File: config.mk
export PLATFORM = sky130hd
export DESIGN_NAME = instruction_cycle_controller_flat
export DESIGN_NICKNAME = d
export VERILOG_FILES = /design/src/rtl/instruction_cycle_controller_if.sv /design/src/rtl/instruction_cycle_controller.sv /design/src/flat_wrapper.sv
export SDC_FILE = /design/constraint.sdc
export NUM_CORES = 1
export LEC_CHECK = 0
export ABC_AREA = 1
export CAP_MARGIN = 25
export CORE_AREA = 2 2 39 41
export DETAILED_ROUTE_END_ITERATION = 8
export DIE_AREA = 0 0 41 43
export GPL_TIMING_DRIVEN = 0
export HOLD_SLACK_MARGIN = 0.08
export RECOVER_POWER = 50
export SLEW_MARGIN = 5
export SYNTH_ARGS = -nofsm -noshare
export SYNTH_HDL_FRONTEND = slang
export SYNTH_SLANG_ARGS = --single-unit
File: constraint.sdc
create_clock -name clk -period 1.17 [get_ports clk]
set_clock_uncertainty 0.05 [all_clocks]
set_input_delay 0.234 -clock clk [delete_from_list [all_inputs] [get_ports clk]]
set_output_delay 0.234 -clock clk [all_outputs]
set_load 0.005 [all_outputs]
File: src/rtl/instruction_cycle_controller_if.sv
// Control/status bundle between the instruction-cycle controller and its datapath.
// The controller side uses the master modport; the datapath side uses slave.
interface instruction_cycle_controller_if;

  // Status from the datapath
  logic [2:0] IR75;
  logic       Aeq0;
  logic       Apos;
  logic       Enter;
  logic       mem_ready;

  // Load and select strobes to the datapath
  logic       IRload;
  logic       PCload;
  logic       IMPsel;
  logic       MeminstSel;
  logic       MemWrite;
  logic       Aload;
  logic [1:0] Asel;
  logic       ALUsel;
  logic       Halt;
  logic [2:0] state;
  logic       mem_err;

  modport master (
    input  IR75, Aeq0, Apos, Enter, mem_ready,
    output IRload, PCload, IMPsel, MeminstSel, MemWrite, Aload, Asel, ALUsel,
           Halt, state, mem_err
  );

  modport slave (
    output IR75, Aeq0, Apos, Enter, mem_ready,
    input  IRload, PCload, IMPsel, MeminstSel, MemWrite, Aload, Asel, ALUsel,
           Halt, state, mem_err
  );

endinterface

File: src/rtl/instruction_cycle_controller.sv
// Instruction-cycle control FSM: sequences fetch, decode and execute for an
// accumulator machine and produces every datapath load/select strobe.
// Strobes decode combinationally from the current state, the opcode and the
// handshake inputs, so a strobe gated by mem_ready or Enter fires in the same
// cycle the handshake arrives.
// Optional macro ICC_MEM_TIMEOUT_EN: bounds every memory wait to TIMEOUT
// cycles and enters a sticky FAULT state (mem_err=1, Halt=1) on expiry.
module instruction_cycle_controller #(
  parameter int unsigned TIMEOUT = 15,
  parameter int unsigned TW      = 4
) (
  input  logic                           clk,
  input  logic                           clear,
  instruction_cycle_controller_if.master bus
);

  typedef enum logic [2:0] {
    START  = 3'd0,
    FETCH  = 3'd1,
    DECODE = 3'd2,
    EXEC   = 3'd3,
    HALT   = 3'd4,
    FAULT  = 3'd5
  } state_t;

  localparam logic [2:0] OP_LOAD  = 3'b000;
  localparam logic [2:0] OP_STORE = 3'b001;
  localparam logic [2:0] OP_ADD   = 3'b010;
  localparam logic [2:0] OP_SUB   = 3'b011;
  localparam logic [2:0] OP_INPUT = 3'b100;
  localparam logic [2:0] OP_JZ    = 3'b101;
  localparam logic [2:0] OP_JPOS  = 3'b110;
  localparam logic [2:0] OP_HALT  = 3'b111;

  localparam logic [1:0] ASEL_ALU = 2'b00;
  localparam logic [1:0] ASEL_IN  = 2'b01;
  localparam logic [1:0] ASEL_MEM = 2'b10;

  // Counter must be able to hold TIMEOUT, and a zero timeout is meaningless
  if ((TIMEOUT < 1) || ((2 ** TW) <= TIMEOUT)) begin : g_bad_cfg
    $error("instruction_cycle_controller: need 1 <= TIMEOUT < 2**TW");
  end

  state_t     cur_state;
  state_t     nxt_state;
  logic       timeout_hit;

  logic       ir_load;
  logic       pc_load;
  logic       imp_sel;
  logic       mem_inst_sel;
  logic       mem_write;
  logic       a_load;
  logic [1:0] a_sel;
  logic       alu_sel;
  logic       halt;
  logic       mem_err;

`ifdef ICC_MEM_TIMEOUT_EN
  localparam logic [TW-1:0] TMO_LAST = TW'(TIMEOUT - 1);

  logic [TW-1:0] tmo_cnt;
  logic          mem_wait;

  // Memory-wait states: FETCH and the LOAD/STORE/ADD/SUB executes (opcodes 0xx)
  assign mem_wait    = (cur_state == FETCH) || ((cur_state == EXEC) && !bus.IR75[2]);
  // This wait cycle would be the TIMEOUT-th without a handshake
  assign timeout_hit = mem_wait && (tmo_cnt == TMO_LAST);

  // Wait counter: cleared on every state change, counts stalled wait cycles
  always_ff @(posedge clk or negedge clear) begin
    if (!clear) begin
      tmo_cnt <= '0;
    end else if (nxt_state != cur_state) begin
      tmo_cnt <= '0;
    end else if (mem_wait && !bus.mem_ready) begin
      tmo_cnt <= tmo_cnt + TW'(1);
    end
  end
`else
  assign timeout_hit = 1'b0;
`endif

  // State register
  always_ff @(posedge clk or negedge clear) begin
    if (!clear) begin
      cur_state <= START;
    end else begin
      cur_state <= nxt_state;
    end
  end

  // Next-state and strobe decode
  always_comb begin
    nxt_state    = cur_state;
    ir_load      = 1'b0;
    pc_load      = 1'b0;
    imp_sel      = 1'b0;
    mem_inst_sel = 1'b0;
    mem_write    = 1'b0;
    a_load       = 1'b0;
    a_sel        = ASEL_ALU;
    alu_sel      = 1'b0;
    halt         = 1'b0;
    mem_err      = 1'b0;

    unique case (cur_state)
      START: begin
        nxt_state = FETCH;
      end

      // Instruction read from PC; IR and PC+1 load on the data-valid cycle
      FETCH: begin
        mem_inst_sel = 1'b0;
        if (bus.mem_ready) begin
          ir_load   = 1'b1;
          pc_load   = 1'b1;
          imp_sel   = 1'b0;
          nxt_state = DECODE;
        end else if (timeout_hit) begin
          nxt_state = FAULT;
        end
      end

      // Present the operand address one cycle ahead of execute
      DECODE: begin
        mem_inst_sel = 1'b1;
        nxt_state    = EXEC;
      end

      EXEC: begin
        unique case (bus.IR75)
          OP_LOAD, OP_ADD, OP_SUB: begin
            mem_inst_sel = 1'b1;
            a_sel        = (bus.IR75 == OP_LOAD) ? ASEL_MEM : ASEL_ALU;
            alu_sel      = (bus.IR75 == OP_SUB);
            if (bus.mem_ready) begin
              a_load    = 1'b1;
              nxt_state = FETCH;
            end else if (timeout_hit) begin
              nxt_state = FAULT;
            end
          end

          // Write strobe held until the memory accepts it
          OP_STORE: begin
            mem_inst_sel = 1'b1;
            mem_write    = 1'b1;
            if (bus.mem_ready) begin
              nxt_state = FETCH;
            end else if (timeout_hit) begin
              nxt_state = FAULT;
            end
          end

          // Only the Enter key completes an input; memory is not involved
          OP_INPUT: begin
            a_sel = ASEL_IN;
            if (bus.Enter) begin
              a_load    = 1'b1;
              nxt_state = FETCH;
            end
          end

          OP_JZ, OP_JPOS: begin
            if ((bus.IR75 == OP_JZ) ? bus.Aeq0 : bus.Apos) begin
              pc_load = 1'b1;
              imp_sel = 1'b1;
            end
            nxt_state = FETCH;
          end

          OP_HALT: begin
            nxt_state = HALT;
          end
        endcase
      end

      HALT: begin
        halt = 1'b1;
      end

      FAULT: begin
        halt = 1'b1;
`ifdef ICC_MEM_TIMEOUT_EN
        mem_err = 1'b1;
`endif
      end

      default: begin
        nxt_state = START;
      end
    endcase
  end

  // Drive the bundle
  assign bus.IRload     = ir_load;
  assign bus.PCload     = pc_load;
  assign bus.IMPsel     = imp_sel;
  assign bus.MeminstSel = mem_inst_sel;
  assign bus.MemWrite   = mem_write;
  assign bus.Aload      = a_load;
  assign bus.Asel       = a_sel;
  assign bus.ALUsel     = alu_sel;
  assign bus.Halt       = halt;
  assign bus.state      = cur_state;
  assign bus.mem_err    = mem_err;

endmodule

File: src/flat_wrapper.sv
// flat-port wrapper written by rule: the top's interface ports become plain ports
module instruction_cycle_controller_flat 
#(
  parameter int unsigned TIMEOUT = 15,
  parameter int unsigned TW      = 4
)
  (clk, clear, bus_IR75, bus_Aeq0, bus_Apos, bus_Enter, bus_mem_ready, bus_IRload, bus_PCload, bus_IMPsel, bus_MeminstSel, bus_MemWrite, bus_Aload, bus_Asel, bus_ALUsel, bus_Halt, bus_state, bus_mem_err);
  instruction_cycle_controller_if bus_i ();
  input  logic clk;
  input  logic clear;
  input wire logic [$bits(bus_i.IR75)-1:0] bus_IR75;
  input wire logic [$bits(bus_i.Aeq0)-1:0] bus_Aeq0;
  input wire logic [$bits(bus_i.Apos)-1:0] bus_Apos;
  input wire logic [$bits(bus_i.Enter)-1:0] bus_Enter;
  input wire logic [$bits(bus_i.mem_ready)-1:0] bus_mem_ready;
  output wire logic [$bits(bus_i.IRload)-1:0] bus_IRload;
  output wire logic [$bits(bus_i.PCload)-1:0] bus_PCload;
  output wire logic [$bits(bus_i.IMPsel)-1:0] bus_IMPsel;
  output wire logic [$bits(bus_i.MeminstSel)-1:0] bus_MeminstSel;
  output wire logic [$bits(bus_i.MemWrite)-1:0] bus_MemWrite;
  output wire logic [$bits(bus_i.Aload)-1:0] bus_Aload;
  output wire logic [$bits(bus_i.Asel)-1:0] bus_Asel;
  output wire logic [$bits(bus_i.ALUsel)-1:0] bus_ALUsel;
  output wire logic [$bits(bus_i.Halt)-1:0] bus_Halt;
  output wire logic [$bits(bus_i.state)-1:0] bus_state;
  output wire logic [$bits(bus_i.mem_err)-1:0] bus_mem_err;
  assign bus_i.IR75 = bus_IR75;
  assign bus_i.Aeq0 = bus_Aeq0;
  assign bus_i.Apos = bus_Apos;
  assign bus_i.Enter = bus_Enter;
  assign bus_i.mem_ready = bus_mem_ready;
  assign bus_IRload = bus_i.IRload;
  assign bus_PCload = bus_i.PCload;
  assign bus_IMPsel = bus_i.IMPsel;
  assign bus_MeminstSel = bus_i.MeminstSel;
  assign bus_MemWrite = bus_i.MemWrite;
  assign bus_Aload = bus_i.Aload;
  assign bus_Asel = bus_i.Asel;
  assign bus_ALUsel = bus_i.ALUsel;
  assign bus_Halt = bus_i.Halt;
  assign bus_state = bus_i.state;
  assign bus_mem_err = bus_i.mem_err;
  instruction_cycle_controller #(.TIMEOUT(TIMEOUT), .TW(TW)) u_core (.clk(clk), .clear(clear), .bus(bus_i));
endmodule
==> results <==
-- worst max-delay path: stages (launching register included) --
cell and delay (ns):
sky130_fd_sc_hd__dfrtp_2 0.40, sky130_fd_sc_hd__nand2_2 0.08, sky130_fd_sc_hd__nor2_4 0.14, sky130_fd_sc_hd__buf_6 0.12, sky130_fd_sc_hd__nand2_4 0.05, sky130_fd_sc_hd__buf_6 0.12, sky130_fd_sc_hd__nor2_2 0.06, sky130_fd_sc_hd__buf_2 0.11
-- logic make-up (layout without fill, tap and decap cells) --
logic type	Yosys count	count (layout)	share of synthesized area, %
AND/OR/NAND/NOR	40	40	51.4
AO/OA/AOI/OAI	7	7	13.0
flip-flops	3	3	21.6
buffers and inverters	11	61	13.0
other	1	1	1.08
-- final cells by class --
cell class	count	area share, %
Clock buffer	4	3.07
Timing Repair Buffer	46	44.8
Multi-Input combinational cell	48	35.2
Inverter	10	4.67
Tap cell	16	2.34
Sequential cell	3	9.05
Buffer	1	0.876
-- power groups by stage --
stage | combinational (mW) | sequential, mW | clock, mW
6_report | 0.0904 | 0.109 | 0.195
5_1_grt | 0.0999 | 0.109 | 0.213
4_1_cts | 0.0873 | 0.109 | 0.191
3_5_place_dp | 0.0688 | 0.111 | 0
3_3_place_gp | 0.0685 | 0.111 | 0
2_1_floorplan | 0.0258 | 0.111 | 0
-- placed cells by master, fill, tap and decap left out, drive strengths merged, types with 3 or more instances in the layout --
| cell type | n |
|---|---|
| buf | 37 |
| clkbuf | 5 |
| clkdlybuf4s50 | 3 |
| dfrtp | 3 |
| dlygate4sd2 | 4 |
| inv | 10 |
| nand2 | 16 |
| nand3 | 7 |
| nor2 | 15 |
| o22ai | 3 |
-- through the flow --
stage	power (mW)	setup WS (ns)	cell area (um2)
global placement	0.180	-0.901	578
detailed placement	0.180	-0.921	578
finish	0.394	-0.451	857
floorplan	0.137	-0.00509	348
global route	0.422	-0.516	857
CTS	0.387	-0.445	785
-- worst max-delay path by stage --
| stage | slack [ns] | endpoint |
|---|---|---|
| 2_1_floorplan | -0.005 | bus_PCload |
| 3_3_place_gp | -0.90 | bus_PCload |
| 3_5_place_dp | -0.92 | bus_PCload |
| 4_1_cts | -0.45 | bus_Asel[1] |
| 5_1_grt | -0.52 | bus_ALUsel |
| 6_report | -0.45 | bus_ALUsel |
-- metal layers --
layer  up-vias  part of all wire, %
met5         -                    0
met4         0                  1.4
met3         4                  5.6
met2        23                   50
met1       257                   43
li1        295                    -
-- cell usage after synthesis --
cell type	count	area share (%)
sky130_fd_sc_hd__inv_2	2	2.2
sky130_fd_sc_hd__nor2_4	1	3.2
sky130_fd_sc_hd__or2_1	1	1.8
sky130_fd_sc_hd__nand2_2	1	1.8
sky130_fd_sc_hd__nor2_1	12	13
sky130_fd_sc_hd__a21oi_2	1	2.5
sky130_fd_sc_hd__nand2_1	15	16
sky130_fd_sc_hd__nor2_2	2	3.6
sky130_fd_sc_hd__nand4_1	1	1.8
sky130_fd_sc_hd__conb_1	1	1.1
sky130_fd_sc_hd__o21ai_0	2	2.9
sky130_fd_sc_hd__nand3_1	7	10
sky130_fd_sc_hd__o21a_1	1	2.2
sky130_fd_sc_hd__o22ai_1	3	5.4
sky130_fd_sc_hd__inv_1	8	8.6
sky130_fd_sc_hd__buf_4	1	2.2
sky130_fd_sc_hd__dfrtp_1	3	22
-- what timing repair did --
item                       4_1_cts  5_1_grt
gates resized for setup         61       23
setup endpoints to repair       15       15
buffers inserted                20        6
pin swaps                       12        8
hold buffers                     0        0
==> out/qor.yml <==
port_buffers: 21
later_pin_clock_latency_in_the_skew_report_ns: 0.25
detail_route.first_pass.iterations: 4
detail_route.vias_per_cell: 4.52
max_cap_viol_count: 0
timing.final.hold_violations: 0
final_layout_size_suffix_gt1_share_pct: 53.6
endpoint_kind: "output pin"
critical_path_required_ns: 0.89
busiest_layer_in_global_routing: "met2"
synthesis.instances: 62
clk_path_buf_depth: 2
post_synth_instance_area_um2: 348
failing_checks: "setup timing"
cts_tree: "yes"
power.ir.vdd_worst_v: 0.000404
p_int_mw: 0.281
cellPowerDensity_nw_per_um2: 460
filler_cell_count: 130
design.portCount: 23
pwr-share-clk_pct: 49.4
gr-usage-all-layers_pct: 17.0
number_of_register_bits_inferred_by_synthesis: 3
initial_core_util_pct: 25.1
post-route-util_pct: 61.9
final.setup.tns_ns: -4.60
setup_viol_count_final: 16
grt_start_max_net_pins: 8
comb_power_share_pct: 22.9
setup_repair_after_global_routing_missed_its_margin: "true"
grt_antenna_before_repair: 0
multi_input_combinational_cell_area_um2: 302
switching_share_pct: 28.7
flip_flop_count_of_the_largest_register_all_copies_and_words_added: 3
final_net_count: 122
cts.sink_count: 3
syn_nets: 71
critical_path.reg2reg.endpoint: "u_core.bus.state[0]"
post-dp-hpwl_um: 791
gr-usage-met2_pct: 26.3
postRouteAntennaNets: 0
die-area_um2: 1760
ctsRootBufferMaster: "sky130_fd_sc_hd__clkbuf_4"
critical_path.startpoint: "u_core.bus.state[1]"
final_slew_violations: 0
vias_after_detailed_routing: 579
drcViolationCount: 0
netlist-cell-type-count: 17
core-area_um2: 1380
timing.final.ws_setup_ns: -0.451
via_count_of_the_first_global_routing_pass: 502
layout_stage_area_growth_over_the_synthesis_result_pct: 146
power.switching_mw: 0.113
detail_route.wl_per_cell_um: 11.0
synth_area_per_cell_um2: 5.61
result_of_the_run: "finished, violations left"
max_clock_freq_mhz: 617
synth_warnings: 0
worst_r2r_startpoint: "u_core.bus.state[1]"
layout.area.seq_um2: 77.6
criticalPathCategory: "reg2out"
rr_worst_depth: 9
floorplan.die.width_um: 41
num_antenna_cells: 0
period_share_pct: 139
total_leakage_power_nw: 0.437
place_inst: 99
number_of_cell_rows: 14
critPathMaxFanout: 5
worstSetupStartpointType: "flip-flop"
grt_use_met1_pct: 21.6
timing.hold.worst.class: "in2async"
cts.htree.levels: 1
worst-r2r-setup-slack_ns: -0.26
grt-ovfl-total: 0
first_iter_violations: 13
cts_inserted_buffers: 3
power.sequential.fraction_pct: 27.7
floorplan.die.height_um: 43
final_cell_count_no_fill: 128
met3_usage_pct: 7.85
synth-seq-area-share_pct: 21.6
postRouteWirelength_mm: 1.41
final.min_clock_period_ns: 1.62
grt_pass1_wl_mm: 2.04
clkTransAtPathRegs_ns: 0.04
last_weighted_congestion_value_of_the_routability_driven_placer: 0.735
whs_ns: 0.195
critical_path_arrival_ns: 1.34
Note: power is estimated with default switching activity, not from simulation.
